===== src/rtl/csr_reg_pkg.sv =====
// ---------------------------------------------------------------------------
// csr_reg_pkg
// Shared definitions for the CSR register block:
//   - byte offsets of every mapped register
//   - CTRL / STATUS field bit positions
//   - bus-handshake FSM state encoding
//   - per-byte-lane write-merge helper used by RW and W1C writes
// ---------------------------------------------------------------------------
package csr_reg_pkg;

  // Register byte offsets
  localparam int CSR_CTRL_OFF     = 'h000;
  localparam int CSR_STATUS_OFF   = 'h004;
  localparam int CSR_SCRATCH_OFF  = 'h008;
  localparam int CSR_IRQ_STAT_OFF = 'h00C;
  localparam int CSR_COUNTER_OFF  = 'h010;

  // One-hot select positions produced by the address decoder
  localparam int SEL_CTRL     = 0;
  localparam int SEL_STATUS   = 1;
  localparam int SEL_SCRATCH  = 2;
  localparam int SEL_IRQ_STAT = 3;
  localparam int SEL_COUNTER  = 4;
  localparam int SEL_W        = 5;

  // CTRL fields
  localparam int CTRL_CNT_EN_BIT   = 0;
  localparam int CTRL_CNT_CLR_BIT  = 1;
  localparam int CTRL_IRQ_MASK_LSB = 8;

  // STATUS fields
  localparam int STATUS_PROTO_ERR_BIT = 0;
  localparam int STATUS_IRQ_LSB       = 8;

  // Number of interrupt sources
  localparam int IRQ_W = 8;

  typedef enum logic [1:0] {
    IDLE = 2'd0,
    WAIT = 2'd1,
    RESP = 2'd2
  } csr_state_t;

  // Merge one byte lane: take the new byte when its enable is set,
  // otherwise keep the old one. A W1C clear mask is obtained by merging
  // against an all-zero old value.
  function automatic logic [7:0] merge_lane(
    input logic [7:0] old_byte,
    input logic [7:0] new_byte,
    input logic       lane_en
  );
    return lane_en ? new_byte : old_byte;
  endfunction

endpackage


===== src/rtl/csr_reg_block.sv =====
// ---------------------------------------------------------------------------
// csr_reg_block
// Small memory-mapped control/status register block with a single
// outstanding request and a fixed, parameterised response latency.
//
// Parameters
//   DATA_WIDTH  : bus data width in bits (multiple of 8, at least 16)
//   ADDR_WIDTH  : byte-address width
//   WAIT_STATES : extra cycles between request and response (0..15)
//
// Ports
//   clk           : clock, all state updates on the rising edge
//   rst           : asynchronous active-high reset
//   bus_req       : one-cycle request strobe (accepted only in IDLE)
//   bus_req_is_wr : 1 = write, 0 = read
//   bus_addr      : byte address
//   bus_wr_data   : write data
//   bus_wr_biten  : per-byte write enables
//   hw_event      : per-bit interrupt event pulses
//   bus_ready     : one-cycle response strobe
//   bus_err       : error flag, valid with bus_ready
//   bus_rd_data   : read data, valid with bus_ready (0 on error)
//   irq           : |(IRQ_STAT & CTRL.IRQ_MASK)
// ---------------------------------------------------------------------------
module csr_reg_block
  import csr_reg_pkg::*;
#(
  parameter int DATA_WIDTH  = 32,
  parameter int ADDR_WIDTH  = 11,
  parameter int WAIT_STATES = 1
) (
  input  logic                    clk,
  input  logic                    rst,
  input  logic                    bus_req,
  input  logic                    bus_req_is_wr,
  input  logic [ADDR_WIDTH-1:0]   bus_addr,
  input  logic [DATA_WIDTH-1:0]   bus_wr_data,
  input  logic [DATA_WIDTH/8-1:0] bus_wr_biten,
  input  logic [IRQ_W-1:0]        hw_event,
  output logic                    bus_ready,
  output logic                    bus_err,
  output logic [DATA_WIDTH-1:0]   bus_rd_data,
  output logic                    irq
);

  localparam int BYTES = DATA_WIDTH / 8;
  // The down-counter is loaded with WAIT_STATES-1 so that WAIT spans
  // exactly WAIT_STATES cycles (it leaves WAIT once the count reaches 0).
  localparam logic [3:0] WAIT_INIT = (WAIT_STATES > 0) ? 4'(WAIT_STATES - 1) : 4'd0;

  // -------------------------------------------------------------------------
  // State
  // -------------------------------------------------------------------------
  csr_state_t state_reg, state_next;
  logic [3:0] wait_cnt_reg;

  // Captured request
  logic                  req_wr_reg;
  logic                  req_err_reg;
  logic [ADDR_WIDTH-1:0] req_addr_reg;
  logic [DATA_WIDTH-1:0] req_wdata_reg;
  logic [BYTES-1:0]      req_biten_reg;
  logic [DATA_WIDTH-1:0] rsp_data_reg;

  // Architectural registers
  logic                  cnt_en_reg;
  logic                  cnt_clr_reg;
  logic [IRQ_W-1:0]      irq_mask_reg;
  logic [IRQ_W-1:0]      irq_stat_reg;
  logic                  proto_err_reg;
  logic [DATA_WIDTH-1:0] scratch_reg;
  logic [DATA_WIDTH-1:0] counter_reg;

  // -------------------------------------------------------------------------
  // Address decode (one-hot); misaligned addresses never match an offset
  // -------------------------------------------------------------------------
  function automatic logic [SEL_W-1:0] decode(input logic [ADDR_WIDTH-1:0] a);
    logic [SEL_W-1:0] sel;
    sel               = '0;
    sel[SEL_CTRL]     = (a == ADDR_WIDTH'(CSR_CTRL_OFF));
    sel[SEL_STATUS]   = (a == ADDR_WIDTH'(CSR_STATUS_OFF));
    sel[SEL_SCRATCH]  = (a == ADDR_WIDTH'(CSR_SCRATCH_OFF));
    sel[SEL_IRQ_STAT] = (a == ADDR_WIDTH'(CSR_IRQ_STAT_OFF));
    sel[SEL_COUNTER]  = (a == ADDR_WIDTH'(CSR_COUNTER_OFF));
    return sel;
  endfunction

  logic [SEL_W-1:0] in_sel;
  logic [SEL_W-1:0] cur_sel;
  logic             in_err;

  assign in_sel  = decode(bus_addr);
  assign cur_sel = decode(req_addr_reg);

  always_comb begin
    in_err = 1'b0;
    if (bus_addr[1:0] != 2'b00) begin
      in_err = 1'b1;
    end else if (in_sel == '0) begin
      in_err = 1'b1;
    end else if (bus_req_is_wr && (in_sel[SEL_STATUS] || in_sel[SEL_COUNTER])) begin
      in_err = 1'b1;
    end
  end

  // -------------------------------------------------------------------------
  // Register read views
  // -------------------------------------------------------------------------
  logic [DATA_WIDTH-1:0] ctrl_val;
  logic [DATA_WIDTH-1:0] status_val;
  logic [DATA_WIDTH-1:0] irq_stat_val;
  logic [DATA_WIDTH-1:0] rd_snap;

  always_comb begin
    ctrl_val                                   = '0;
    ctrl_val[CTRL_CNT_EN_BIT]                  = cnt_en_reg;
    ctrl_val[CTRL_CNT_CLR_BIT]                 = cnt_clr_reg;
    ctrl_val[CTRL_IRQ_MASK_LSB +: IRQ_W]       = irq_mask_reg;

    status_val                                 = '0;
    status_val[STATUS_PROTO_ERR_BIT]           = proto_err_reg;
    status_val[STATUS_IRQ_LSB +: IRQ_W]        = irq_stat_reg & irq_mask_reg;

    irq_stat_val                               = '0;
    irq_stat_val[IRQ_W-1:0]                    = irq_stat_reg;
  end

  // Read value as seen in the request cycle; errors return zero
  always_comb begin
    rd_snap = '0;
    if (!in_err) begin
      if (in_sel[SEL_CTRL])     rd_snap = ctrl_val;
      if (in_sel[SEL_STATUS])   rd_snap = status_val;
      if (in_sel[SEL_SCRATCH])  rd_snap = scratch_reg;
      if (in_sel[SEL_IRQ_STAT]) rd_snap = irq_stat_val;
      if (in_sel[SEL_COUNTER])  rd_snap = counter_reg;
    end
  end

  // -------------------------------------------------------------------------
  // Write merge against the currently targeted register. For IRQ_STAT the
  // old value is zero, so the merge yields the W1C clear mask.
  // -------------------------------------------------------------------------
  logic [DATA_WIDTH-1:0] old_sel;
  logic [DATA_WIDTH-1:0] wr_merged;

  always_comb begin
    old_sel = '0;
    if (cur_sel[SEL_CTRL])    old_sel = ctrl_val;
    if (cur_sel[SEL_SCRATCH]) old_sel = scratch_reg;
  end

  genvar gi;
  generate
    for (gi = 0; gi < BYTES; gi++) begin : g_lane
      assign wr_merged[gi*8 +: 8] = merge_lane(old_sel[gi*8 +: 8],
                                               req_wdata_reg[gi*8 +: 8],
                                               req_biten_reg[gi]);
    end
  endgenerate

  // Writes commit on the edge that ends the RESP cycle
  logic commit;
  logic commit_ctrl;
  logic commit_scratch;
  logic commit_w1c;
  logic cnt_clear;

  assign commit         = (state_reg == RESP) && req_wr_reg && !req_err_reg;
  assign commit_ctrl    = commit && cur_sel[SEL_CTRL];
  assign commit_scratch = commit && cur_sel[SEL_SCRATCH];
  assign commit_w1c     = commit && cur_sel[SEL_IRQ_STAT];
  assign cnt_clear      = commit_ctrl && wr_merged[CTRL_CNT_CLR_BIT];

  logic accept;
  assign accept = (state_reg == IDLE) && bus_req;

  // -------------------------------------------------------------------------
  // FSM
  // -------------------------------------------------------------------------
  always_ff @(posedge clk or posedge rst) begin
    if (rst) begin
      state_reg <= IDLE;
    end else begin
      state_reg <= state_next;
    end
  end

  always_comb begin
    state_next = state_reg;
    case (state_reg)
      IDLE: begin
        if (bus_req) begin
          state_next = (WAIT_STATES == 0) ? RESP : WAIT;
        end
      end
      WAIT: begin
        if (wait_cnt_reg == 4'd0) begin
          state_next = RESP;
        end
      end
      RESP:    state_next = IDLE;
      default: state_next = IDLE;
    endcase
  end

  // -------------------------------------------------------------------------
  // Datapath registers
  // -------------------------------------------------------------------------
  always_ff @(posedge clk or posedge rst) begin
    if (rst) begin
      wait_cnt_reg  <= 4'd0;
      req_wr_reg    <= 1'b0;
      req_err_reg   <= 1'b0;
      req_addr_reg  <= '0;
      req_wdata_reg <= '0;
      req_biten_reg <= '0;
      rsp_data_reg  <= '0;
      cnt_en_reg    <= 1'b0;
      cnt_clr_reg   <= 1'b0;
      irq_mask_reg  <= '0;
      irq_stat_reg  <= '0;
      proto_err_reg <= 1'b0;
      scratch_reg   <= '0;
      counter_reg   <= '0;
    end else begin
      if (accept) begin
        req_wr_reg    <= bus_req_is_wr;
        req_err_reg   <= in_err;
        req_addr_reg  <= bus_addr;
        req_wdata_reg <= bus_wr_data;
        req_biten_reg <= bus_wr_biten;
        rsp_data_reg  <= rd_snap;
        wait_cnt_reg  <= WAIT_INIT;
      end else if ((state_reg == WAIT) && (wait_cnt_reg != 4'd0)) begin
        wait_cnt_reg <= wait_cnt_reg - 4'd1;
      end

      // A request while a transaction is in flight is dropped but flagged
      if (bus_req && (state_reg != IDLE)) begin
        proto_err_reg <= 1'b1;
      end

      if (commit_ctrl) begin
        cnt_en_reg   <= wr_merged[CTRL_CNT_EN_BIT];
        irq_mask_reg <= wr_merged[CTRL_IRQ_MASK_LSB +: IRQ_W];
      end

      // CNT_CLR is visible for one cycle after it commits, then drops
      cnt_clr_reg <= commit_ctrl ? wr_merged[CTRL_CNT_CLR_BIT] : 1'b0;

      if (commit_scratch) begin
        scratch_reg <= wr_merged;
      end

      // New events override a simultaneous W1C clear
      irq_stat_reg <= (irq_stat_reg & ~(commit_w1c ? wr_merged[IRQ_W-1:0] : '0)) | hw_event;

      if (cnt_clear) begin
        counter_reg <= '0;
      end else if (cnt_en_reg) begin
        counter_reg <= counter_reg + 1'b1;
      end
    end
  end

  // -------------------------------------------------------------------------
  // Outputs
  // -------------------------------------------------------------------------
  assign bus_ready   = (state_reg == RESP);
  assign bus_err     = bus_ready & req_err_reg;
  assign bus_rd_data = bus_ready ? rsp_data_reg : '0;
  assign irq         = |(irq_stat_reg & irq_mask_reg);

endmodule

===== config.mk =====
export PLATFORM = sky130hd
export DESIGN_NAME = csr_reg_block
export DESIGN_NICKNAME = d
export VERILOG_FILES = /design/src/rtl/csr_reg_pkg.sv /design/src/rtl/csr_reg_block.sv
export SDC_FILE = /design/constraint.sdc
export NUM_CORES = 1
export LEC_CHECK = 0
export CAP_MARGIN = 20
export CORE_MARGIN = 1.5
export CORE_UTILIZATION = 50
export DETAILED_ROUTE_END_ITERATION = 8
export PLACE_DENSITY = 0.82
export SLEW_MARGIN = 20
export SYNTH_ARGS = -nofsm -noshare
export SYNTH_HDL_FRONTEND = slang
export SYNTH_SLANG_ARGS = --single-unit
export TNS_END_PERCENT = 30

===== constraint.sdc =====
create_clock -name clk -period 7.6 [get_ports clk]
set_input_delay 1.52 -clock clk [delete_from_list [all_inputs] [get_ports clk]]
set_output_delay 1.52 -clock clk [all_outputs]
set_load 0.03 [all_outputs]

# After elaboration in Yosys (flattened, before gate mapping)
# Index checks and enable logic that the tools add are counted.
[op_classes]
add_sub_neg = 2
n_eq_ne = 12
n_mux = 25
bitwise = 5
reduce_logical = 26
[ops]
columns = ["op", "count"]
rows = [
  ["32-bit two-way mux", 9],
  ["11-bit by 4-bit equality test with 1-bit output (second input constant)", 4],
  ["8-bit two-way mux", 5],
  ["32-bit by 1-bit adder with 32-bit output (second input constant)", 1],
  ["16-bit two-way mux", 2],
  ["11-bit logical NOT", 2],
  ["8-bit bitwise AND", 2],
  ["11-bit by 3-bit equality test with 1-bit output (second input constant)", 1],
  ["11-bit by 5-bit equality test with 1-bit output (second input constant)", 1],
  ["1-bit logical AND", 10],
  ["4-bit two-way mux", 2],
  ["2-bit inequality test (second input constant)", 4],
  ["8-bit NOT", 1],
  ["8-bit OR", 1],
  ["2-bit nonzero test", 4],
  ["8-bit OR reduction", 1],
  ["2-bit AND reduction", 3],
  ["5-bit logical NOT", 1],
  ["4-bit logical NOT", 1],
  ["1-bit two-way mux", 4],
  ["2-bit two-way mux", 2],
  ["2-bit one-hot mux with 2 select lines", 1],
  ["4-bit nonzero test", 1],
  ["4-bit by 1-bit subtractor with 4-bit output (second input constant)", 1],
  ["other kinds (6)", 6],
]
[word_totals]
register_bits = 170
out_inout_bits = 35

# Logic depth before layout (Yosys ltp)
[depth]
word_depth = 8
ltp_mapped = 8
depth_no_buf = 7

# Worst setup path after synthesis
# No wires, ideal clock.
[synth_path]
kind = "in2reg"
start = "input bus_addr[4]"
end = "register rsp_data_reg[20]"
arrival_time_ns = 3.014
t_required_ns = 7.517
setup_slack_ns = 4.504
cell_stages = 7
n_path_buf = 2
path_cell_list = "clkbuf_1 -> nor3_1 -> nand4_1 -> nor2_1 -> buf_2 -> a22oi_1 -> o21ai_0"
[synth_via]
elab_chain_cells = 7
word_cells_on_any_way = 15
[synth_rtl]
columns = ["element", "line", "rtl"]
rows = [
  ["from (decl)", "csr_reg_block.sv:36", "input logic [ADDR_WIDTH-1:0] bus_addr,"],
  ["11-bit by 3-bit equality test with 1-bit output / 11-bit by 5-bit equality test with 1-bit output (equally long branches)", "csr_reg_block.sv:81, csr_reg_block.sv:84", ""],
  ["1-bit logical OR", "csr_reg_block.sv:101", "end else if (bus_req_is_wr && (in_sel[SEL_STATUS] || in_sel[SEL_COUNTER])) begin"],
  ["1-bit logical AND", "csr_reg_block.sv:101", ""],
  ["1-bit two-way mux", "csr_reg_block.sv:101", ""],
  ["1-bit two-way mux", "csr_reg_block.sv:99", "end else if (in_sel == '0) begin"],
  ["1-bit two-way mux", "csr_reg_block.sv:97", "if (bus_addr[1:0] != 2'b00) begin"],
  ["32-bit two-way mux (*)", "csr_reg_block.sv:131", "if (!in_err) begin"],
  ["to (signal assigned)", "csr_reg_block.sv:233", "rsp_data_reg <= rd_snap;"],
  ["to (decl)", "csr_reg_block.sv:63", "logic [DATA_WIDTH-1:0] rsp_data_reg;"],
]
# Every way passes the cells marked *; elsewhere a longest branch is shown, timed or not.
# A chain may end at the register's enable or synchronous reset.

# Worst setup path after layout
[layout_path]
start = "register state_reg[1]"
end = "output bus_rd_data[1]"
[layout_via]
elab_chain_cells = 2
[layout_rtl]
columns = ["element", "line", "rtl"]
rows = [
  ["from (decl)", "csr_reg_block.sv:54", "csr_state_t state_reg, state_next;"],
  ["from (signal assigned)", "csr_reg_block.sv:185", "state_reg <= state_next;"],
  ["2-bit equality test", "csr_reg_block.sv:270", "assign bus_ready = (state_reg == RESP);"],
  ["32-bit two-way mux", "csr_reg_block.sv:272", "assign bus_rd_data = bus_ready ? rsp_data_reg : '0;"],
  ["to (decl)", "csr_reg_block.sv:42", "output logic [DATA_WIDTH-1:0] bus_rd_data,"],
]
# No other way between the ends.

==> metrics <==
outcome=finished clean; worst skew pair latency=0.43 ns; Synth Instances=806; DRT antenna net count=0; max-cap violation count=0; clock sinks=170; number of nets in the layout=944; Yosys top cell by area=dfrtp_1; fmax=238 MHz; TNS Setup=0 ns; synthesized cell area=7830 sq um; # hold bufs at CTS=0; RSZ-0062 raised after global routing=false; Post-Synth Simple-Gate Area=23.1%; Starting DRT DRC Count=500; Seq/Total Area, Yosys=54.3%; GRT Util Overall=24.7%; IO Port Bufs=93; initial antenna violation count=0; CP Data Arrival Time=2.68 ns; Register-to-Register Path Depth=7; most frequent cells after synthesis=199 x nand2_1, 170 x dfrtp_1, 70 x nor2_1, 41 x o21ai_0, 40 x and2_1; global-route wire length before repair=31.7 mm; #FFs+latches synth=170; XOR/XNOR Fraction of Synth Area=3.69%; hold-critical path depth=2; CTS buffer count=17; cts repair resizes=0; Power Dens Cells=219 nW/um^2; worst setup margin=3.40 ns; dpl ws=3.35 ns; Leak Pwr=4.33 nW; Starting Density=51.3%; # DRC=0; number of diodes=0; Reg2Reg Launch Point=state_reg[0]$_DFFE_PP0P_; root buf cell=clkbuf_16; Area Overhead vs Synth=21.5%; Worst Hold End=req_wr_reg$_DFFE_PP0P_; DR vias=6093; die area=16400 sq um; pin count of the biggest net entering global routing=102; fin. max-slew vios=0; worst slew pin tran=1.04 ns; Compound-Gate Fraction of Synth Area=8.91%; Worst EP required=6.08 ns; flop2flop setup slack=4.75 ns; clk_skew=0.00886 ns; synth warn=0; Post-CTS Setup Bufs=0; final core occ=62.4%; fin crit period=4.20 ns; EDFF count, synth=0; core box area=15300 sq um; CP Launch Type=flip-flop; number of global-route vias before repair=6054; htree depth=4; die width=128 microns; row count=45; Min-Delay Path Class=flip-flop to flip-flop; top cells by area, synth=dfrtp_1 54%, nand2_1 9.5%, mux2_2 5.6%; Vias/cell=5.50; Clock transition at path regs=0.06 ns; share of cells above drive strength 1=9.71%; final RePlAce weighted congestion=0.889; average instance area after synthesis=9.72 sq um; Fin. Hold Viols=0; CP Capture Type=output port; crit path max fanout=34; Remaining Overflow, GRT=0; HP Start=req_wr_reg$_DFFE_PP0P_; final hold slack=0.468 ns; FF-to-FF End=rsp_data_reg[1]$_DFFE_PP0P_; count leader, synth=nand2_1; WS Path Type=flip-flop to output port; period utilisation layout=55.3%; final WL=19.0 mm; DR WL/cell=17.2 microns; IO Pins=94; mux cell area share after synthesis=6.92%; Cell variety after synth=52; Longest Clk Path Bufs=2; Setup violations, final=0; maximum vdd drop=0.169 mV; async set-or-reset flop fraction in the synthesized netlist=100%; Post-DP HPWL=12.8 mm; largest family of logic cells by synthesized area=simple AND/OR/NAND/NOR gates; die height=128 microns; syn nets=867; Post-Synth Adder-Cell Area=0.319%; CTS tree=yes; DR pass1 iterations=6; Slew headroom=30.5%; Synth top area share=54.3%; Synth Flop Type=dfrtp_1
## worst max path at each step
stage	start	end	slack [ns]	cells past startpoint
after global routing	state_reg[1]$_DFFE_PP0P_	bus_rd_data[1]	3.24	3
after floorplan	rst	cnt_clr_reg$_DFF_PP0_	1.48	1
after detailed placement	bus_addr[2]	rsp_data_reg[1]$_DFFE_PP0P_	3.35	7
final	state_reg[1]$_DFFE_PP0P_	bus_rd_data[1]	3.40	3
after global placement	bus_addr[3]	rsp_data_reg[27]$_DFFE_PP0P_	3.34	5
after CTS	state_reg[1]$_DFFE_PP0P_	bus_rd_data[1]	3.34	3
## placed cells by master (no fill, tap or decap), drive strengths merged, types with 2 or more instances in the layout
cell and instances:
and2 41, xnor2 17, bufinv 3, dfrtp 170, a21oi 14, nand2 200, nor2 70, clkdlybuf4s50 93
a21o 5, or4 4, o21a 4, and4 7, inv 10, ha 2, nor3 9, mux2 39
nand3 11, mux2i 8, or3b 2, nand4 15, nor4 10, a2bb2oi 5, and3 4, a31oi 2
o31ai 9, clkinv 4, clkbuf 24, a22oi 24, or2 2, xor2 16, buf 7, nand2b 9
o21ai 43
## critical path: stages (launching register included)
cell and delay, ns:
dfrtp_1 0.44, nor2b_2 0.87, and2_1 0.27, clkdlybuf4s50_1 0.67
## power breakdown
part / switching, mW / internal (mW)
sequential: 0.0548 / 0.967
combinational: 0.115 / 0.0772
clock: 0.337 / 0.532
total: 0.507 / 1.58
## per-stage QoR
step | cell area, sq um | std cells | total power, mW
2_1_floorplan | 7830 | 806 | 1.15
3_3_place_gp | 8920 | 1074 | 1.22
3_5_place_dp | 8930 | 1075 | 1.23
4_1_cts | 9520 | 1107 | 2.09
5_1_grt | 9520 | 1107 | 2.16
6_report | 9520 | 1107 | 2.08
## cells by family after synthesis
| family | Yosys count |
|---|---|
| flip-flops | 170 |
| XOR/XNOR | 33 |
| AO/OA/AOI/OAI | 111 |
| adder cells (fa/ha/maj) | 2 |
| AND/OR/NAND/NOR | 390 |
| buffers and inverters | 52 |
| multiplexers | 48 |
## routing by layer
metal	GRT usage, %	vias to the layer above	part of all wire, %
met4	6.87	0	1.5
met2	38.4	210	48
met3	5.68	29	6.3
li1	-	2885	-
met5	0	-	0
met1	35.1	2969	45
## cell type report
| class | count | area [sq um] |
|---|---|---|
| clock inverters | 8 | 118 |
| clock buffers | 24 | 472 |
| fillers | 1199 | 5740 |
| inverters | 10 | 42.5 |
| repair buffers | 100 | 987 |
| flip-flops and latches | 170 | 4250 |
| well taps | 211 | 264 |
| multi-input cells | 584 | 3380 |
Note: power is estimated with default switching activity, not from simulation.
